[src/rtl/simple_memory_initiator.sv]
// Burst initiator for one single-port memory with a 1-cycle registered read.
// Define SIMPLE_MEMORY_INITIATOR_CLEAR_EN to zero every memory location after each reset.
module simple_memory_initiator #(
  parameter int ADDR_W = 3,
  parameter int DATA_W = 8
) (
  input  logic              clk,
  input  logic              rst_n,
  input  logic              cmd_valid,
  output logic              cmd_ready,
  input  logic              cmd_write,
  input  logic [ADDR_W-1:0] cmd_addr,
  input  logic [ADDR_W-1:0] cmd_len,
  input  logic              wdata_valid,
  output logic              wdata_ready,
  input  logic [DATA_W-1:0] wdata,
  output logic              rdata_valid,
  output logic [DATA_W-1:0] rdata,
  output logic              busy,
  output logic              done,
  output logic              mem_we,
  output logic              mem_re,
  output logic [ADDR_W-1:0] mem_addr,
  output logic [DATA_W-1:0] mem_din,
  input  logic [DATA_W-1:0] mem_dout
);

  typedef enum logic [2:0] {
    IDLE  = 3'd0,
    WRITE = 3'd1,
    READ  = 3'd2,
    DRAIN = 3'd3
`ifdef SIMPLE_MEMORY_INITIATOR_CLEAR_EN
    , CLEAR = 3'd4
`endif
  } state_t;

  localparam logic [ADDR_W-1:0] ADDR_ZERO = {ADDR_W{1'b0}};
  localparam logic [ADDR_W-1:0] ADDR_ONES = {ADDR_W{1'b1}};
  localparam logic [ADDR_W-1:0] ADDR_ONE  = {{(ADDR_W-1){1'b0}}, 1'b1};
  localparam logic [DATA_W-1:0] DATA_ZERO = {DATA_W{1'b0}};

`ifdef SIMPLE_MEMORY_INITIATOR_CLEAR_EN
  localparam state_t RESET_STATE = CLEAR;
  localparam logic   RESET_OP    = 1'b1;
`else
  localparam state_t RESET_STATE = IDLE;
  localparam logic   RESET_OP    = 1'b0;
`endif

  state_t            state_r, state_s;
  logic [ADDR_W-1:0] cur_addr_r, cur_addr_s;
  logic [ADDR_W-1:0] remaining_r, remaining_s;
  logic              op_r, op_s;
  logic              mem_we_r, mem_we_s;
  logic              mem_re_r, mem_re_s;
  logic [ADDR_W-1:0] mem_addr_r, mem_addr_s;
  logic [DATA_W-1:0] mem_din_r, mem_din_s;
  logic              done_r, done_s;
  logic              rd_pend_r;
  logic              rdata_valid_r;
  logic [DATA_W-1:0] rdata_r;

  // Next-state and next-register computation for the burst sequencer.
  always_comb begin
    state_s     = state_r;
    cur_addr_s  = cur_addr_r;
    remaining_s = remaining_r;
    op_s        = op_r;
    mem_we_s    = 1'b0;
    mem_re_s    = 1'b0;
    mem_addr_s  = mem_addr_r;
    mem_din_s   = mem_din_r;
    done_s      = 1'b0;
    case (state_r)
      IDLE: begin
        if (cmd_valid) begin
          cur_addr_s  = cmd_addr;
          remaining_s = cmd_len;
          op_s        = cmd_write;
          state_s     = cmd_write ? WRITE : READ;
        end else begin
          state_s = IDLE;
        end
      end
      WRITE: begin
        if (wdata_valid) begin
          mem_we_s   = 1'b1;
          mem_addr_s = cur_addr_r;
          mem_din_s  = wdata;
          cur_addr_s = cur_addr_r + ADDR_ONE;
          if (remaining_r == ADDR_ZERO) begin
            state_s = DRAIN;
          end else begin
            remaining_s = remaining_r - ADDR_ONE;
          end
        end else begin
          state_s = WRITE;
        end
      end
      READ: begin
        mem_re_s   = 1'b1;
        mem_addr_s = cur_addr_r;
        cur_addr_s = cur_addr_r + ADDR_ONE;
        if (remaining_r == ADDR_ZERO) begin
          state_s = DRAIN;
        end else begin
          remaining_s = remaining_r - ADDR_ONE;
        end
      end
      DRAIN: begin
        // Writes finish one cycle after the last mem_we; reads finish with the last returned beat.
        if (done_r) begin
          state_s = IDLE;
        end else if (op_r ? mem_we_r : (rd_pend_r && !mem_re_r)) begin
          done_s = 1'b1;
        end else begin
          state_s = DRAIN;
        end
      end
`ifdef SIMPLE_MEMORY_INITIATOR_CLEAR_EN
      CLEAR: begin
        mem_we_s   = 1'b1;
        mem_addr_s = cur_addr_r;
        mem_din_s  = DATA_ZERO;
        cur_addr_s = cur_addr_r + ADDR_ONE;
        if (cur_addr_r == ADDR_ONES) begin
          state_s = DRAIN;
        end else begin
          state_s = CLEAR;
        end
      end
`endif
      default: begin
        state_s = IDLE;
      end
    endcase
  end

  // Sequencer state and registered memory-side outputs.
  always_ff @(posedge clk or negedge rst_n) begin
    if (!rst_n) begin
      state_r     <= RESET_STATE;
      cur_addr_r  <= ADDR_ZERO;
      remaining_r <= ADDR_ZERO;
      op_r        <= RESET_OP;
      mem_we_r    <= 1'b0;
      mem_re_r    <= 1'b0;
      mem_addr_r  <= ADDR_ZERO;
      mem_din_r   <= DATA_ZERO;
      done_r      <= 1'b0;
    end else begin
      state_r     <= state_s;
      cur_addr_r  <= cur_addr_s;
      remaining_r <= remaining_s;
      op_r        <= op_s;
      mem_we_r    <= mem_we_s;
      mem_re_r    <= mem_re_s;
      mem_addr_r  <= mem_addr_s;
      mem_din_r   <= mem_din_s;
      done_r      <= done_s;
    end
  end

  // Read return pipe: dout is valid the cycle after the memory samples re.
  always_ff @(posedge clk or negedge rst_n) begin
    if (!rst_n) begin
      rd_pend_r     <= 1'b0;
      rdata_valid_r <= 1'b0;
      rdata_r       <= DATA_ZERO;
    end else begin
      rd_pend_r     <= mem_re_r;
      rdata_valid_r <= rd_pend_r;
      if (rd_pend_r) begin
        rdata_r <= mem_dout;
      end else begin
        rdata_r <= rdata_r;
      end
    end
  end

  assign cmd_ready   = (state_r == IDLE);
  assign wdata_ready = (state_r == WRITE);
  assign busy        = (state_r != IDLE);
  assign done        = done_r;
  assign mem_we      = mem_we_r;
  assign mem_re      = mem_re_r;
  assign mem_addr    = mem_addr_r;
  assign mem_din     = mem_din_r;
  assign rdata_valid = rdata_valid_r;
  assign rdata       = rdata_r;

endmodule

[config.mk]
export PLATFORM = sky130hd
export DESIGN_NAME = simple_memory_initiator
export DESIGN_NICKNAME = d
export VERILOG_FILES = /design/src/rtl/simple_memory_initiator.sv
export SDC_FILE = /design/constraint.sdc
export NUM_CORES = 1
export LEC_CHECK = 0
export BUFFER_PORTS_ARGS = -buffer_cell sky130_fd_sc_hd__buf_2
export CAP_MARGIN = 15
export CORE_UTILIZATION = 44
export CTS_CLUSTER_SIZE = 25
export DETAILED_ROUTE_END_ITERATION = 10
export GPL_ROUTABILITY_DRIVEN = 1
export GPL_TIMING_DRIVEN = 0
export HOLD_SLACK_MARGIN = 0.15
export PLACE_DENSITY_LB_ADDON = 0.2
export REMOVE_ABC_BUFFERS = 1
export SLEW_MARGIN = 15
export SYNTH_ARGS = -nofsm -noshare
export SYNTH_HDL_FRONTEND = slang
export SYNTH_SLANG_ARGS = --single-unit
[constraint.sdc]
create_clock -name clk -period 1.4 [get_ports clk]
set_input_delay 0.07 -clock clk [delete_from_list [all_inputs] [get_ports clk]]
set_output_delay 0.07 -clock clk [all_outputs]
set_load 0.05 [all_outputs]
; Word level (Yosys, flattened, before mapping)
; Cells that the tools add are included.
; Widths: inputs -> output; s select.
[word_totals]
latch_bits = 0
in_bits = 27
ram_bits = 0
output_inout_bits = 26
regBits = 34
mem_count = 0
wordCells = 54
rom_bits = 0
[classes]
n_bitwise = 0
n_eq_ne = 6
mul = 0
add_sub_neg = 2
magnitude_cmp = 0
div = 0
n_reduce_logical = 11
n_mux = 23
shifts = 0
[ops]
columns = op, count
row1 = $mux 3, 10
row2 = $pmux 3 s3, 2
row3 = $pmux 3 s4, 1
row4 = $mux 1, 7
row5 = $eq 3x2->1 const B, 2
row6 = $logic_not 3->1, 2
row7 = $pmux 3 s2, 1
row8 = $reduce_and 2->1, 3
row9 = $reduce_bool 3->1, 2
row10 = $mux 2, 2
row11 = $ne 2x2->1 const B, 2
row12 = $add 3x1->3 const B, 1
row13 = $eq 3x1->1 const B, 1
row14 = $ne 3x3->1 const B, 1
row15 = $reduce_and 3->1, 1
row16 = $sub 3x1->3 const B, 1
row17 = $reduce_bool 2->1, 1
row18 = $logic_and 1x1->1, 1
row19 = $logic_not 1->1, 1

; Longest topological paths before layout
[logic_depth]
depth_word = 6
ltp_mapped = 6
depth_no_buf = 6

; Worst setup path before layout
; No wires, ideal clock.
[synth_path]
path_kind = register to output
start = register state_r[0]
end = output wdata_ready
n_path_buf = 1
arrival_time_ps = 1846
required_time_ps = 1330
path_slack_ps = -516
path_stages_with_launch = 3
cell_sequence = dfrtp_1 -> buf_2 -> nor3b_1
[synth_via]
elab_chain_cells = 1
[synth_lines]
columns = item, line
row1 = start: declaration, 51  ; state_t state_r, state_s;
row2 = start signal: assignment, 153  ; state_r <= state_s;
row3 = $eq 3x1->1, 183  ; assign wdata_ready = (state_r == WRITE);
row4 = end: declaration, 15  ; output logic wdata_ready,
; Every way passes these cells.

; Final worst setup path
[layout_path]
start = register state_r[1]
end = register mem_din_r[5], in the netlist mem_din[5]
[layout_via]
elab_chain_cells = 2
[layout_lines]
columns = item, line
row1 = $eq 3x1->1, 75  ; case (state_r)
row2 = $reduce_and 2->1 (no source line), -
row3 = end signal: assignment, 160  ; mem_din_r <= mem_din_s;
row4 = end: declaration, 58  ; logic [DATA_W-1:0] mem_din_r, mem_din_s;
; Every way passes these cells.
; A chain may end at the register's enable or synchronous reset.

==> impl_metrics.env <==
export IMPL_status="finished, violations left"
export IMPL_violations="setup timing"
export IMPL_synthCells=121
export IMPL_grt_max_degree=35
export IMPL_path_delay_family="flip-flops"
export IMPL_power_mw=4.54
export IMPL_vias=1286
export IMPL_maxSlewViolCount=0
export IMPL_async_flop_share=1.00
export IMPL_place_gp_congestion=0.728
export IMPL_slowest_stage="dfrtp_2"
export IMPL_final_layout_size_suffix_gt1_frac=0.453
export IMPL_cts_buffers_inserted=5
export IMPL_die_x_um=60.9
export IMPL_vias_per_cell=4.98
export IMPL_drc=0
export IMPL_r2r_start="state_r[1]"
export IMPL_critPathLaunchType="register"
export IMPL_cp_max_fo=9
export IMPL_grtUsageTotal=0.210
export IMPL_cp_arrival_ns=1.70
export IMPL_crit_required_ns=1.62
export IMPL_max_freq_mhz=677
export IMPL_final_fill_count=276
export IMPL_reg2reg_slack_ns=-0.08
export IMPL_tightest_slew_ns=0.749
export IMPL_grt_pass1_vias=1218
export IMPL_wire_per_inst_um=13.4
export IMPL_finalSetupViolCount=15
export IMPL_yosysUniqueCellTypes=37
export IMPL_cap_violations=0
export IMPL_die_h_um=60.9
export IMPL_final_util=0.684
export IMPL_peakVddDrop_uv=1380
export IMPL_yosysWarnings=0
export IMPL_io_pins=53
export IMPL_rr_endpoint="mem_din[5]"
export IMPL_final_cell_mix="buf_2, dfrtp_1, dlygate4sd3_1"
export IMPL_h_tree_depth=2
export IMPL_cts_sinks=34
export IMPL_dp_hpwl_um=1980
export IMPL_crit_chain="and4bb_4 -> buf_12 -> mux2_1"
export IMPL_dr_pass1_iters=4
export IMPL_synth_ff_type="dfrtp_1"
export IMPL_timing_critical_path_buf_inv=1
export IMPL_fin_worst_skew_ns=0.0125
export IMPL_hold_viol=0
export IMPL_insertedDiodeCount=0
export IMPL_drt_iter0_drc=55
export IMPL_synth_edf_count=0
export IMPL_timing_final_ws_setup_ns=-0.0771
export IMPL_syn2layout_area_growth_pct=49.5
export IMPL_initial_core_util=0.457
export IMPL_cts_root_buf="clkbuf_4"
export IMPL_io_buffers=52
export IMPL_max_slew_margin=0.501
export IMPL_holdCritPathClass="in -> async"
export IMPL_powerDensity_nw_per_um2=1990
export IMPL_fin_crit_sh=1.06
export IMPL_fin_nets=241
export IMPL_grt_pass1_wl_um=5440
export IMPL_cts_tree="yes"
export IMPL_cp_end_kind="register"
export IMPL_core_um2=3340
export IMPL_p_leak_nw=1.07
export IMPL_worstSetupPathType="reg -> reg"
export IMPL_placementRows=21
export IMPL_clk_latency_ns=0.34
export IMPL_slowest_delay_ns=0.47
export IMPL_rsz0062_at_grt="true"
export IMPL_ys_seq_area_frac=0.558
export IMPL_antenna_found_initial=0
export IMPL_netlist_area_um2=1530
export IMPL_r2r_worst_path_cells=3
export IMPL_overflow=0
export IMPL_ys_ff_latch=34
export IMPL_wirelength_um=3460
export IMPL_clock_path_buffers=2
export IMPL_finalCriticalPeriod_ns=1.48
export IMPL_clk_pin_slew_ns=0.11
export IMPL_synth_avg_cell_area_um2=12.6
export IMPL_layout_commonest_cell="buf_2"
export IMPL_dieArea_um2=3710
export IMPL_postRouteAntennaNets=0
-- synth_stat cells (all sizes together), types with 3 or more instances --
cell | instances | area, µm²
inv | 4 | 15.0
o21ai | 7 | 35.0
dfrtp | 34 | 851
nor2b | 3 | 18.8
a21oi | 7 | 46.3
nor2 | 7 | 31.3
o22ai | 3 | 18.8
nor3b | 3 | 27.5
mux2 | 19 | 214
nor3 | 3 | 20.0
buf | 3 | 21.3
nand2 | 5 | 18.8
ha | 3 | 37.5
-- per-stage QoR --
stage | setup TNS, ns | instance area (µm²) | cells | hold WS, ns | setup WS, ns
floorplan | -2.10 | 1500 | 116 | -0.226 | -0.465
global placement | -2.76 | 1810 | 214 | 0.167 | -0.252
detailed placement | -3.16 | 1810 | 214 | 0.177 | -0.270
CTS | -0.395 | 2260 | 257 | 0.332 | -0.0403
global route | -1.34 | 2280 | 258 | 0.385 | -0.103
finish | -0.591 | 2280 | 258 | 0.319 | -0.0771
-- cells by family after synthesis --
logic type | synth area share
buf+inv | 0.0287
simple gates | 0.121
xor+xnor | 0.0107
other cells | 0.00246
mux | 0.147
fa+ha+maj | 0.0246
compound gates | 0.108
flops | 0.558
-- layer usage --
layer | wire, µm | vias to the layer above | part of all wire | track usage
met1 | 1440 | 625 | 0.41 | 0.251
met2 | 1780 | 42 | 0.51 | 0.345
li1 | - | 610 | - | -
met3 | 183 | 9 | 0.053 | 0.0704
met5 | 0 | - | 0 | 0
met4 | 67 | 0 | 0.019 | 0.0942
-- state kept, by name (all words and copies together) (netlist names), 3 cells and up --
name	flops
cur_addr_r	3
mem_addr	3
remaining_r	3
mem_din	8
rdata	8
state_r	3
-- timing repair --
item                                    in CTS  in global routing
setup buffers                                9                  1
pin swaps                                    5                  0
resized for setup                           13                  5
endpoints found under the setup margin      21                 20
endpoints found under the hold margin       60                  0
hold buffers                                26                  0
-- final cells by class --
| type | count | area [µm²] | area share |
|---|---|---|---|
| Clock buffer | 7 | 55.1 | 0.0241 |
| Clock inverter | 1 | 5.00 | 0.00219 |
| Inverter | 4 | 15.0 | 0.00658 |
| Multi-Input combinational cell | 78 | 677 | 0.297 |
| Sequential cell | 34 | 855 | 0.375 |
| Tap cell | 46 | 57.6 | 0.0252 |
| Timing Repair Buffer | 88 | 617 | 0.270 |
-- power breakdown --
part / total, mW / switching [mW] / internal (mW)
Sequential: 1.59 / 0.235 / 1.36
Clock: 0.569 / 0.326 / 0.243
Combinational: 2.38 / 1.58 / 0.797
Total: 4.54 / 2.14 / 2.40
-- how the worst max path moves through the flow --
| stage | start | to | cells after the start |
|---|---|---|---|
| final | state_r[1] | mem_din[5] | 3 |
| after global routing | state_r[1] | cur_addr_r[0] | 4 |
| after CTS | state_r[1] | mem_din[5] | 3 |
| after detailed placement | state_r[0] | mem_addr[1] | 3 |
| after global placement | state_r[0] | mem_addr[0] | 3 |
| after floorplan | state_r[0] | wdata_ready | 1 |
Power figures use the tool's default switching activity.
